### src/rtl/vmop_operand_fetch_if.sv
// Operand-fetch port bundle: instruction request, VRF read ports and the
// mask-logical unit's input stream. The master side is the fetch sequencer.
interface vmop_operand_fetch_if #(
  parameter int unsigned REQ_DATA_WIDTH = 64,
  parameter int unsigned REQ_ADDR_WIDTH = 32,
  parameter int unsigned OPSEL_WIDTH    = 3,
  parameter int unsigned VL_WIDTH       = 11
);
  logic                      in_valid;
  logic                      in_ready;
  logic [4:0]                in_vs1;
  logic [4:0]                in_vs2;
  logic [4:0]                in_vd;
  logic [OPSEL_WIDTH-1:0]    in_opSel;
  logic [VL_WIDTH-1:0]       in_vl;
  logic                      rd_en;
  logic [REQ_ADDR_WIDTH-1:0] rd_addr0;
  logic [REQ_ADDR_WIDTH-1:0] rd_addr1;
  logic [REQ_DATA_WIDTH-1:0] rd_data0;
  logic [REQ_DATA_WIDTH-1:0] rd_data1;
  logic                      out_valid;
  logic [REQ_DATA_WIDTH-1:0] out_m0;
  logic [REQ_DATA_WIDTH-1:0] out_m1;
  logic [OPSEL_WIDTH-1:0]    out_opSel;
  logic [REQ_ADDR_WIDTH-1:0] out_addr;
  logic                      done;

  modport master (
    input  in_valid, in_vs1, in_vs2, in_vd, in_opSel, in_vl, rd_data0, rd_data1,
    output in_ready, rd_en, rd_addr0, rd_addr1, out_valid, out_m0, out_m1, out_opSel,
    output out_addr, done
  );

  modport slave (
    output in_valid, in_vs1, in_vs2, in_vd, in_opSel, in_vl, rd_data0, rd_data1,
    input  in_ready, rd_en, rd_addr0, rd_addr1, out_valid, out_m0, out_m1, out_opSel,
    input  out_addr, done
  );
endinterface

### src/rtl/vmop_operand_fetch.sv
// Mask-logical operand fetch: reads vs1/vs2 word by word, clears tail bits beyond vl
// and streams one operand pair per cycle into the mask-logical unit.
module vmop_operand_fetch #(
  parameter int unsigned REQ_DATA_WIDTH = 64,
  parameter int unsigned REQ_ADDR_WIDTH = 32,
  parameter int unsigned OPSEL_WIDTH    = 3,
  parameter int unsigned VLEN           = 1024,
  parameter int unsigned VL_WIDTH       = 11
) (
  input logic                  clk,
  input logic                  rst,
  vmop_operand_fetch_if.master bus
);
  localparam int unsigned REG_WORDS = VLEN / REQ_DATA_WIDTH;
  localparam int unsigned WordBits  = $clog2(REG_WORDS);
  localparam int unsigned LsbBits   = $clog2(REQ_DATA_WIDTH);

  typedef enum logic [2:0] {StInit, StIdle, StZero, StRead, StDrain} state_e;

  state_e                    state_q, state_d;
  logic [4:0]                vs1_q, vs1_d, vs2_q, vs2_d, vd_q, vd_d;
  logic [OPSEL_WIDTH-1:0]    op_q, op_d;
  logic [LsbBits-1:0]        rem_q, rem_d;
  logic [WordBits-1:0]       last_w_q, last_w_d, w_q, w_d;
  logic                      drain_q, drain_d;
  logic                      s1_valid_q, s1_valid_d, s1_last_q, s1_last_d;
  logic [WordBits-1:0]       s1_w_q, s1_w_d;
  logic                      out_valid_q, out_valid_d;
  logic [REQ_DATA_WIDTH-1:0] out_m0_q, out_m0_d, out_m1_q, out_m1_d;
  logic [OPSEL_WIDTH-1:0]    out_op_q, out_op_d;
  logic [REQ_ADDR_WIDTH-1:0] out_addr_q, out_addr_d;

  logic                      in_ready, rd_en, done;
  logic [VL_WIDTH-1:0]       vl_eff;
  logic [REQ_DATA_WIDTH-1:0] mask;

  always_comb begin
    state_d  = state_q;
    vs1_d    = vs1_q;
    vs2_d    = vs2_q;
    vd_d     = vd_q;
    op_d     = op_q;
    rem_d    = rem_q;
    last_w_d = last_w_q;
    w_d      = w_q;
    drain_d  = drain_q;
    in_ready = 1'b0;
    rd_en    = 1'b0;
    done     = 1'b0;
    vl_eff   = (bus.in_vl > VL_WIDTH'(VLEN)) ? VL_WIDTH'(VLEN) : bus.in_vl;

    unique case (state_q)
      StInit: state_d = StIdle;
      StIdle: begin
        in_ready = 1'b1;
        if (bus.in_valid) begin
          vs1_d    = bus.in_vs1;
          vs2_d    = bus.in_vs2;
          vd_d     = bus.in_vd;
          op_d     = bus.in_opSel;
          rem_d    = vl_eff[LsbBits-1:0];
          // Index of the final word, i.e. ceil(vl_eff / width) - 1.
          last_w_d = WordBits'((vl_eff - VL_WIDTH'(1)) >> LsbBits);
          w_d      = '0;
          state_d  = (vl_eff == '0) ? StZero : StRead;
        end
      end
      StZero: begin
        done    = 1'b1;
        state_d = StIdle;
      end
      StRead: begin
        rd_en = 1'b1;
        w_d   = w_q + WordBits'(1);
        if (w_q == last_w_q) begin
          drain_d = 1'b0;
          state_d = StDrain;
        end
      end
      StDrain: begin
        drain_d = 1'b1;
        if (drain_q) begin
          done    = 1'b1;
          state_d = StIdle;
        end
      end
      default: state_d = StIdle;
    endcase
  end

  // Two-stage return path: stage 1 tags the read in flight, stage 2 masks and registers.
  always_comb begin
    s1_valid_d = rd_en;
    s1_last_d  = rd_en && (w_q == last_w_q);
    s1_w_d     = w_q;
    mask       = '1;
    if (s1_last_q && (rem_q != '0)) begin
      mask = ~({REQ_DATA_WIDTH{1'b1}} << rem_q);
    end
    out_valid_d = s1_valid_q;
    out_m0_d    = '0;
    out_m1_d    = '0;
    out_op_d    = '0;
    out_addr_d  = '0;
    if (s1_valid_q) begin
      out_m0_d   = bus.rd_data0 & mask;
      out_m1_d   = bus.rd_data1 & mask;
      out_op_d   = op_q;
      out_addr_d = REQ_ADDR_WIDTH'({vd_q, s1_w_q});
    end
  end

  always_ff @(posedge clk or negedge rst) begin
    if (!rst) begin
      state_q     <= StInit;
      vs1_q       <= '0;
      vs2_q       <= '0;
      vd_q        <= '0;
      op_q        <= '0;
      rem_q       <= '0;
      last_w_q    <= '0;
      w_q         <= '0;
      drain_q     <= 1'b0;
      s1_valid_q  <= 1'b0;
      s1_last_q   <= 1'b0;
      s1_w_q      <= '0;
      out_valid_q <= 1'b0;
      out_m0_q    <= '0;
      out_m1_q    <= '0;
      out_op_q    <= '0;
      out_addr_q  <= '0;
    end else begin
      state_q     <= state_d;
      vs1_q       <= vs1_d;
      vs2_q       <= vs2_d;
      vd_q        <= vd_d;
      op_q        <= op_d;
      rem_q       <= rem_d;
      last_w_q    <= last_w_d;
      w_q         <= w_d;
      drain_q     <= drain_d;
      s1_valid_q  <= s1_valid_d;
      s1_last_q   <= s1_last_d;
      s1_w_q      <= s1_w_d;
      out_valid_q <= out_valid_d;
      out_m0_q    <= out_m0_d;
      out_m1_q    <= out_m1_d;
      out_op_q    <= out_op_d;
      out_addr_q  <= out_addr_d;
    end
  end

  assign bus.in_ready  = in_ready;
  assign bus.rd_en     = rd_en;
  assign bus.rd_addr0  = rd_en ? REQ_ADDR_WIDTH'({vs1_q, w_q}) : '0;
  assign bus.rd_addr1  = rd_en ? REQ_ADDR_WIDTH'({vs2_q, w_q}) : '0;
  assign bus.out_valid = out_valid_q;
  assign bus.out_m0    = out_m0_q;
  assign bus.out_m1    = out_m1_q;
  assign bus.out_opSel = out_op_q;
  assign bus.out_addr  = out_addr_q;
  assign bus.done      = done;
endmodule

### src/flat_wrapper.sv
// flat-port wrapper written by rule: the top's interface ports become plain ports
module vmop_operand_fetch_flat 
#(
  parameter int unsigned REQ_DATA_WIDTH = 64,
  parameter int unsigned REQ_ADDR_WIDTH = 32,
  parameter int unsigned OPSEL_WIDTH    = 3,
  parameter int unsigned VLEN           = 1024,
  parameter int unsigned VL_WIDTH       = 11
)
  (clk, rst, bus_in_valid, bus_in_vs1, bus_in_vs2, bus_in_vd, bus_in_opSel, bus_in_vl, bus_rd_data0, bus_rd_data1, bus_in_ready, bus_rd_en, bus_rd_addr0, bus_rd_addr1, bus_out_valid, bus_out_m0, bus_out_m1, bus_out_opSel, bus_out_addr, bus_done);
  vmop_operand_fetch_if #(.REQ_DATA_WIDTH(REQ_DATA_WIDTH), .REQ_ADDR_WIDTH(REQ_ADDR_WIDTH), .OPSEL_WIDTH(OPSEL_WIDTH), .VL_WIDTH(VL_WIDTH)) bus_i ();
  input logic clk;
  input logic rst;
  input wire logic [$bits(bus_i.in_valid)-1:0] bus_in_valid;
  input wire logic [$bits(bus_i.in_vs1)-1:0] bus_in_vs1;
  input wire logic [$bits(bus_i.in_vs2)-1:0] bus_in_vs2;
  input wire logic [$bits(bus_i.in_vd)-1:0] bus_in_vd;
  input wire logic [$bits(bus_i.in_opSel)-1:0] bus_in_opSel;
  input wire logic [$bits(bus_i.in_vl)-1:0] bus_in_vl;
  input wire logic [$bits(bus_i.rd_data0)-1:0] bus_rd_data0;
  input wire logic [$bits(bus_i.rd_data1)-1:0] bus_rd_data1;
  output wire logic [$bits(bus_i.in_ready)-1:0] bus_in_ready;
  output wire logic [$bits(bus_i.rd_en)-1:0] bus_rd_en;
  output wire logic [$bits(bus_i.rd_addr0)-1:0] bus_rd_addr0;
  output wire logic [$bits(bus_i.rd_addr1)-1:0] bus_rd_addr1;
  output wire logic [$bits(bus_i.out_valid)-1:0] bus_out_valid;
  output wire logic [$bits(bus_i.out_m0)-1:0] bus_out_m0;
  output wire logic [$bits(bus_i.out_m1)-1:0] bus_out_m1;
  output wire logic [$bits(bus_i.out_opSel)-1:0] bus_out_opSel;
  output wire logic [$bits(bus_i.out_addr)-1:0] bus_out_addr;
  output wire logic [$bits(bus_i.done)-1:0] bus_done;
  assign bus_i.in_valid = bus_in_valid;
  assign bus_i.in_vs1 = bus_in_vs1;
  assign bus_i.in_vs2 = bus_in_vs2;
  assign bus_i.in_vd = bus_in_vd;
  assign bus_i.in_opSel = bus_in_opSel;
  assign bus_i.in_vl = bus_in_vl;
  assign bus_i.rd_data0 = bus_rd_data0;
  assign bus_i.rd_data1 = bus_rd_data1;
  assign bus_in_ready = bus_i.in_ready;
  assign bus_rd_en = bus_i.rd_en;
  assign bus_rd_addr0 = bus_i.rd_addr0;
  assign bus_rd_addr1 = bus_i.rd_addr1;
  assign bus_out_valid = bus_i.out_valid;
  assign bus_out_m0 = bus_i.out_m0;
  assign bus_out_m1 = bus_i.out_m1;
  assign bus_out_opSel = bus_i.out_opSel;
  assign bus_out_addr = bus_i.out_addr;
  assign bus_done = bus_i.done;
  vmop_operand_fetch #(.REQ_DATA_WIDTH(REQ_DATA_WIDTH), .REQ_ADDR_WIDTH(REQ_ADDR_WIDTH), .OPSEL_WIDTH(OPSEL_WIDTH), .VLEN(VLEN), .VL_WIDTH(VL_WIDTH)) u_core (.clk(clk), .rst(rst), .bus(bus_i));
endmodule
### config.mk
export PLATFORM = sky130hd
export DESIGN_NAME = vmop_operand_fetch_flat
export DESIGN_NICKNAME = d
export VERILOG_FILES = /design/src/rtl/vmop_operand_fetch_if.sv /design/src/rtl/vmop_operand_fetch.sv /design/src/flat_wrapper.sv
export SDC_FILE = /design/constraint.sdc
export NUM_CORES = 1
export LEC_CHECK = 0
export CAP_MARGIN = 20
export CORE_AREA = 2 2 154 156
export CTS_CLUSTER_SIZE = 24
export DETAILED_ROUTE_END_ITERATION = 10
export DIE_AREA = 0 0 156 158
export PLACE_DENSITY = 0.76
export RECOVER_POWER = 50
export SLEW_MARGIN = 25
export SYNTH_ARGS = -nofsm -noshare
export SYNTH_HDL_FRONTEND = slang
export SYNTH_SLANG_ARGS = --single-unit
### constraint.sdc
create_clock -name clk -period 4.6 [get_ports clk]
set_input_delay 0.92 -clock clk [delete_from_list [all_inputs] [get_ports clk]]
set_output_delay 0.92 -clock clk [all_outputs]
set_load 0.02 [all_outputs]
; ---- Word level (Yosys, flattened, before mapping)
; Index checks and enable logic that the tools add are counted.
[totals]
regBits = 183
[classes]
addsub = 2
n_lt_le_gt_ge = 1
n_eq_ne = 8
shifts = 1
muxes = 21
n_bitwise = 3
reduce_logical = 10
[op_table]
columns = op, n
row1 = $mux 64, 3
row2 = $and 64x64->64, 2
row3 = $not 64->64, 1
row4 = $shl 64x6->64 const A, 1
row5 = $mux 9, 3
row6 = $mux 3, 4
row7 = $gt 11x11->1 const B, 1
row8 = $logic_not 11->1, 1
row9 = $mux 11, 1
row10 = $sub 10x1->10 const B, 1
row11 = $pmux 3 s3, 1
row12 = $pmux 4 s2, 1
row13 = $eq 3x2->1 const B, 2
row14 = $reduce_and 2->1, 3
row15 = $reduce_bool 6->1, 1
row16 = $mux 1, 5
row17 = $add 4x1->4 const B, 1
row18 = $eq 4x4->1, 1
row19 = $mux 4, 1
row20 = $ne 2x1->1 const B, 2
row21 = $pmux 1 s2, 2
row22 = $reduce_bool 2->1, 2
row23 = $eq 3x1->1 const B, 1
row24 = $eq 3x3->1 const B, 1
row25 = other kinds (3), 4

; ---- Longest topological paths before layout
; Gate-level depths: netlist of run 1.
[logic_depth]
word_depth = 6
mapped_depth = 8
ltp_nobuf = 5

; ---- Worst setup path before layout of run 1
; OpenSTA, ideal clock, no wires.
[synth_path]
path_type = reg2out
startpoint = register u_core.state_q[1]
endpoint = output bus_rd_addr1[1]
arrival_ns = 1.688
required_ns = 3.680
slack_ns = 1.992
stages_incl_launch_ff = 7
path_buffers = 3
cell_sequence = dfrtp_1 clkbuf_1 nand3b_1 inv_1 clkbuf_1 and2_1 buf_4
[synth_between]
elab_chain_cells = 3
[synth_rtl]
columns = element, line_no
row1 = start: declaration, vmop_operand_fetch.sv:20  ; state_e state_q, state_d;
row2 = start signal: assignment, vmop_operand_fetch.sv:115  ; state_q <= StInit;
row3 = start signal: assignment, vmop_operand_fetch.sv:133  ; state_q <= state_d;
row4 = $eq 3x2->1, vmop_operand_fetch.sv:52  ; unique case (state_q)
row5 = $mux 1, vmop_operand_fetch.sv:52
row6 = net bus_rd_en, flat_wrapper.sv:23  ; output wire logic [$bits(bus_i.rd_en)-1:0] bus_rd_en;
row7 = $mux 9, vmop_operand_fetch.sv:156  ; assign bus.rd_addr1 = rd_en ? REQ_ADDR_WIDTH'({vs2_q, w_q}) : '0;
row8 = end: declaration, flat_wrapper.sv:25  ; output wire logic [$bits(bus_i.rd_addr1)-1:0] bus_rd_addr1;
; The timed path passes the listed nets, and every way through them passes these cells.

; ---- Worst setup path in the final report of run 1
[layout_path]
startpoint = input bus_in_valid
endpoint = register u_core.last_w_q[2]
[layout_between]
elab_chain_cells = 1
[layout_rtl]
columns = element, line_no
row1 = start: declaration, flat_wrapper.sv:14  ; input wire logic [$bits(bus_i.in_valid)-1:0] bus_in_valid;
row2 = $reduce_and 2->1 (no line), --
row3 = end signal: assignment, vmop_operand_fetch.sv:139  ; last_w_q <= last_w_d;
row4 = end: declaration, vmop_operand_fetch.sv:24  ; logic [WordBits-1:0] last_w_q, last_w_d, w_q, w_d;
; No other way between the ends.
; A chain may end at the register's enable or synchronous reset.

==> out/results.ini, run 1 <==
[worst_setup_path]
critPathBufInv = 2
startpoint = bus_in_valid
max_stage_delay_ns = 1.86
path_class = in2reg
rr_worst_depth = 4
required_ns = 4.95
end_kind = flop
rr_startpoint = u_core.rem_q[1]
start_kind = primary input
crit_cells = 5
path_cells = dlygate4sd3_1 -> nor4bb_1 -> buf_4 -> nor2_1 -> a31oi_1
path_delay_family = simple AND/OR/NAND/NOR gates
cp_slowest_cell = nor4bb_1
crit_fanout = 15
critPathArrivalTime_ns = 4.04

[floorplanning]
rows = 56
initial_core_util = 0.333
dieArea_um2 = 24600
dieWidth_um = 156
coreArea_um2 = 23100
die_y_um = 158
io_pins = 391

[run]
drv_cap = 2

[timing]
fin_crit_sh = 0.802
relSlewSlack = -0.921
tightest_slew_ns = 2.88
skew_ns = 0.0103
fin_tns_setup_ns = 0
setup_viol = 0
period_minus_slack_ns = 3.69
slew_viol_final = 123
grt_setup_unrepaired = false
hold_viol_final = 0
fmax_mhz = 271

[detailed_routing]
routed_wl_um = 24400
drt-initial-drc-count = 361
wl_per_cell_um = 18.6
ant_nets = 0
viasPerCell = 4.63
first_pass_iters = 4
drcViolationCount = 0
num_vias = 6065

[hold_path]
hold_depth = 1
hp-class = reg2reg
min-delay-start = u_core.s1_w_q[0]

[global_routing]
track_usage = 0.191
antenna_found_initial = 3
grt_max_degree = 110
grt.overflow.total = 0
grt_pass1_vias = 6028
grt_pass1_wl_um = 35100

[outcome]
status = finished, violations left
violations = capacitance limit, slew limit

[power_and_ir_drop]
ir_drop_mv = 0.333
p_leak_nw = 5.44
p_total_mw = 6.56
power_density_nw_per_um2 = 574

[placement]
routabilityCongestion = 0.824
portBuffers = 321
dp_cells = 1276
dp.final_hpwl_um = 17900

[cts]
hold_buffers = 0
cts_root_buf = clkbuf_16
ctsResizeCount = 0
post_cts_buffers = 0
cts_htree_levels = 4
cts_tree = yes
path_clk_slew_ns = 0.07
clk_path_buf_depth = 2
clkLatencyLatePin_ns = 0.42
numCtsBuffers = 17
cts_sinks = 183

[synth]
synth_cell_types = 51
synth_edf_count = 0
synth_async_sr_flop_share = 1.00
avgSynthCellArea_um2 = 10.9
synth_top_area_cell = dfrtp_1
synth_area_um2 = 7680
synth_cells = 705
yosys_warnings = 0
netlist_top_cells_area = dfrtp_1, buf_4, and3_1, nand2_1, and2_1
synth-seq-cells = 183
synth_ff_type = dfrtp_1
yosysSeqAreaShare = 0.596
synth_top_area_frac = 0.596

[layout]
final_cells = 1311
nets = 1166
drive_gt1_frac = 0.0491
final_cell_mix = clkdlybuf4s50_1, dfrtp_1, nand2_1
final_common_cell = clkdlybuf4s50_1
synthToLayoutAreaGrowth_pct = 48.8

## report_power, final
part / switching [mW] / total, mW / internal [mW]
logic: 1.51 / 2.67 / 1.16
registers: 0.304 / 2.38 / 2.08
clock network: 0.725 / 1.51 / 0.784
total: 2.54 / 6.56 / 4.02
## stage by stage
stage	hold slack, ns	instance area, µm²	utilization	setup WS, ns
after floorplan	0.414	7940	-	1.99
after global routing	0.483	11400	0.496	0.724
after CTS	0.458	11400	0.497	0.976
after global placement	0.442	10800	0.470	1.55
after detailed placement	0.440	10800	0.470	1.46
final	0.455	11400	0.496	0.909
## cell families after synthesis
family | Yosys count | synth area share
flops | 183 | 0.596
fa+ha+maj | 1 | 0.00163
other cells | 1 | 0.000488
buf+inv | 141 | 0.110
simple gates | 271 | 0.180
compound gates | 102 | 0.105
xor+xnor | 6 | 0.00684
## final cells by class
cell class / instances / area, µm²
Multi-Input combinational cell: 449 / 2510
Sequential cell: 183 / 4580
Clock inverter: 15 / 180
Tap cell: 290 / 363
Clock buffer: 17 / 425
Antenna cell: 3 / 7.51
Inverter: 28 / 105
Fill cell: 2068 / 11600
Timing Repair Buffer: 326 / 3260
## worst reg2reg max path, stage by stage, from the launching register on
cell     delay [ns]
dfrtp_1        0.56
or4_1          0.75
o21ai_4        0.50
and2_1         0.92
o311a_1        0.33
## sequential cells by signal, summed over array words and instances (netlist names), 4 cells and up
signal               count
u_core.bus.out_addr      9
u_core.bus.out_m0       64
u_core.bus.out_m1       64
u_core.last_w_q          4
u_core.rem_q             6
u_core.s1_w_d            4
u_core.s1_w_q            4
u_core.vd_q              5
u_core.vs1_q             5
u_core.vs2_q             5
## synthesized netlist by cell type, types with 3 or more instances
cell,number
o311a_1,16
dfrtp_1,183
o21ai_0,30
and3_1,53
a31oi_1,3
nand3b_1,4
xnor2_1,5
nand2_1,85
and2_1,47
and3b_1,3
inv_1,28
o211a_1,19
clkbuf_1,32
nor2_1,44
a22o_1,5
nand3_1,9
a21oi_1,5
a21boi_0,5
nor4_1,3
nand2b_1,4
buf_6,5
buf_4,73
nor3_1,3
or2_2,5
## worst paths after layout
check | to | slack, ns
worst max-delay path | u_core.last_w_q[2] | 0.91
worst min-delay path | u_core.bus.out_addr[0] | 0.46
worst max register to register | u_core.bus.out_m0[37] | 1.49
worst min register to register | u_core.bus.out_addr[0] | 0.46
max in group asynchronous | u_core.rem_q[3] | 1.50
min in group asynchronous | u_core.vd_q[0] | 1.39
## per-layer routing
layer	track usage	vias to the layer above	share of wire
li1	-	2806	-
met1	0.223	2916	0.39
met2	0.345	311	0.53
met3	0.0430	32	0.065
met4	0.0695	0	0.018
met5	0	-	0
Note: power is estimated with default switching activity, not from simulation.
==> inputs of run 2 (changes only) <==
--- a/config.mk
+++ b/config.mk
@@ -6,11 +6,11 @@
 export NUM_CORES = 1
 export LEC_CHECK = 0
 export CAP_MARGIN = 20
-export CORE_AREA = 2 2 154 156
+export CORE_AREA = 2 2 151 153
 export CTS_CLUSTER_SIZE = 24
 export DETAILED_ROUTE_END_ITERATION = 10
-export DIE_AREA = 0 0 156 158
-export PLACE_DENSITY = 0.76
+export DIE_AREA = 0 0 153 155
+export PLACE_DENSITY = 0.79
 export RECOVER_POWER = 50
 export SLEW_MARGIN = 25
 export SYNTH_ARGS = -nofsm -noshare
==> constraint.sdc (replaced) <==
create_clock -name clk -period 3.6 [get_ports clk]
set_input_delay 0.72 -clock clk [delete_from_list [all_inputs] [get_ports clk]]
set_output_delay 0.72 -clock clk [all_outputs]
set_load 0.02 [all_outputs]
==> out/results.ini, run 2 (synthesis gave the netlist of run 1 again) <==
[timing]
grt_setup_unrepaired = false
setup_viol = 0
relSlewSlack = -0.250
fmax_mhz = 302
skew_ns = 0.0169
holdWs_ns = 0.460
tightest_slew_ns = 1.87
period_minus_slack_ns = 3.31
setup_slack_ns = 0.291
fin_crit_sh = 0.919
hold_viol_final = 0
fin_tns_setup_ns = 0
slew_viol_final = 74

[detailed_routing]
first_pass_iters = 4
ant_nets = 0
drt-initial-drc-count = 293
wl_per_cell_um = 18.8
viasPerCell = 4.69
routed_wl_um = 24700
drcViolationCount = 0
num_vias = 6158

[cts]
hold_buffers = 0
post_cts_buffers = 0
cts_sinks = 183
path_clk_slew_ns = 0.08
clk_path_buf_depth = 2
cts_root_buf = clkbuf_16
ctsResizeCount = 0
cts_htree_levels = 4
clkLatencyLatePin_ns = 0.43
numCtsBuffers = 17
cts_tree = yes

[layout]
nets = 1174
synthToLayoutAreaGrowth_pct = 49.4
design_area_um2 = 11500
drive_gt1_frac = 0.0526
utilization = 0.516
fillers = 1962
final_cell_mix = clkdlybuf4s50_1, dfrtp_1, nand2_1
final_common_cell = clkdlybuf4s50_1

[global_routing]
grt.overflow.total = 0
grt_max_degree = 79
antenna_found_initial = 5
track_usage = 0.207
grt_pass1_vias = 6368
grt_pass1_wl_um = 37100

[outcome]
status = finished, violations left
violations = capacitance limit, slew limit

[placement]
placed_area_um2 = 10900
dp_slack_ns = 0.691
dp.final_hpwl_um = 18500
portBuffers = 321
routabilityCongestion = 0.825

[worst_setup_path]
critPathArrivalTime_ns = 2.59
cp_slowest_cell = clkdlybuf4s50_1
path_cells = nand3b_1 -> inv_1 -> and2_1 -> clkdlybuf4s50_1
path_class = reg2out
required_ns = 2.88
start_kind = flop
critPathBufInv = 2
path_delay_family = buffers and inverters
max_stage_delay_ns = 0.64
end_kind = primary output
crit_fanout = 22

[floorplanning]
die_y_um = 155
dieArea_um2 = 23700
io_pins = 391
dieWidth_um = 153
rows = 55
initial_core_util = 0.346
coreArea_um2 = 22200

[power_and_ir_drop]
ir_drop_mv = 0.314
p_comb_frac = 0.418
power_frac_seq = 0.350
p_sw_frac = 0.389
power_density_nw_per_um2 = 738
p_leak_nw = 5.45
internal_power_mw = 5.17
p_clk_frac = 0.232
switchingPower_mw = 3.29

[hold_path]
hp-class = reg2reg

[run]
drv_cap = 1

run 2: cell types whose count changed in the layout (fill, tap and decap cells not counted), sizes merged:
cell and delta:
clkinv +3, clkinvlp -1, dlygate4sd3 -4, buf +1
clkdlybuf4s50 +4, inv -2, clkbuf +7
run 2: through the flow:
| step | power (mW) | instances |
|---|---|---|
| final | 8.46 | 1314 |
| after global routing | 8.93 | 1314 |
| after CTS | 8.59 | 1311 |
| after detailed placement | 6.61 | 1279 |
| after global placement | 6.53 | 1279 |
| after floorplan | 4.95 | 773 |
run 2: final timing paths:
check,endpoint,cells past startpoint,start,slack [ns]
worst max-delay path,bus_rd_addr1[1],4,u_core.state_q[2],0.29
worst min-delay path,u_core.bus.out_addr[0],1,u_core.s1_w_q[0],0.46
worst max register to register,u_core.bus.out_m1[34],6,u_core.rem_q[0],0.54
worst min register to register,u_core.bus.out_addr[0],1,u_core.s1_w_q[0],0.46
max in group asynchronous,u_core.bus.out_m0[27],2,rst,0.76
min in group asynchronous,u_core.vs2_q[2],1,rst,0.77
run 2: area by class of cell:
type / count / area, µm² / area share
sequential: 183 / 4580 / 0.399
tap: 285 / 357 / 0.0311
timing repair buffer: 334 / 3290 / 0.286
clock buffer: 17 / 425 / 0.0371
inverter: 28 / 105 / 0.00916
multi-input combinational: 449 / 2510 / 0.219
clock inverter: 15 / 201 / 0.0176
antenna: 3 / 7.51 / 0.000654
run 2: per-layer routing:
layer	up-vias	GRT usage	wire (µm)
li1	2832	-	-
met1	2964	0.234	9310
met2	319	0.365	12700
met3	39	0.0621	1820
met4	4	0.0895	756
met5	-	0	26
run 2: worst reg2reg max path: stages, from the launching register on:
cell,delay [ns]
dfrtp_1,0.37
clkbuf_1,0.21
or4_1,0.71
o21ai_4,0.17
clkbuf_1,0.66
and2_2,0.62
o311a_1,0.27
run 2: power groups by stage:
stage / Sequential (mW) / Combinational, mW / Clock, mW
CTS: 2.98 / 3.60 / 2.01
global placement: 2.99 / 3.54 / 0
floorplan: 3.45 / 1.49 / 0
global route: 3.04 / 3.79 / 2.10
finish: 2.96 / 3.54 / 1.96
detailed placement: 3.02 / 3.59 / 0
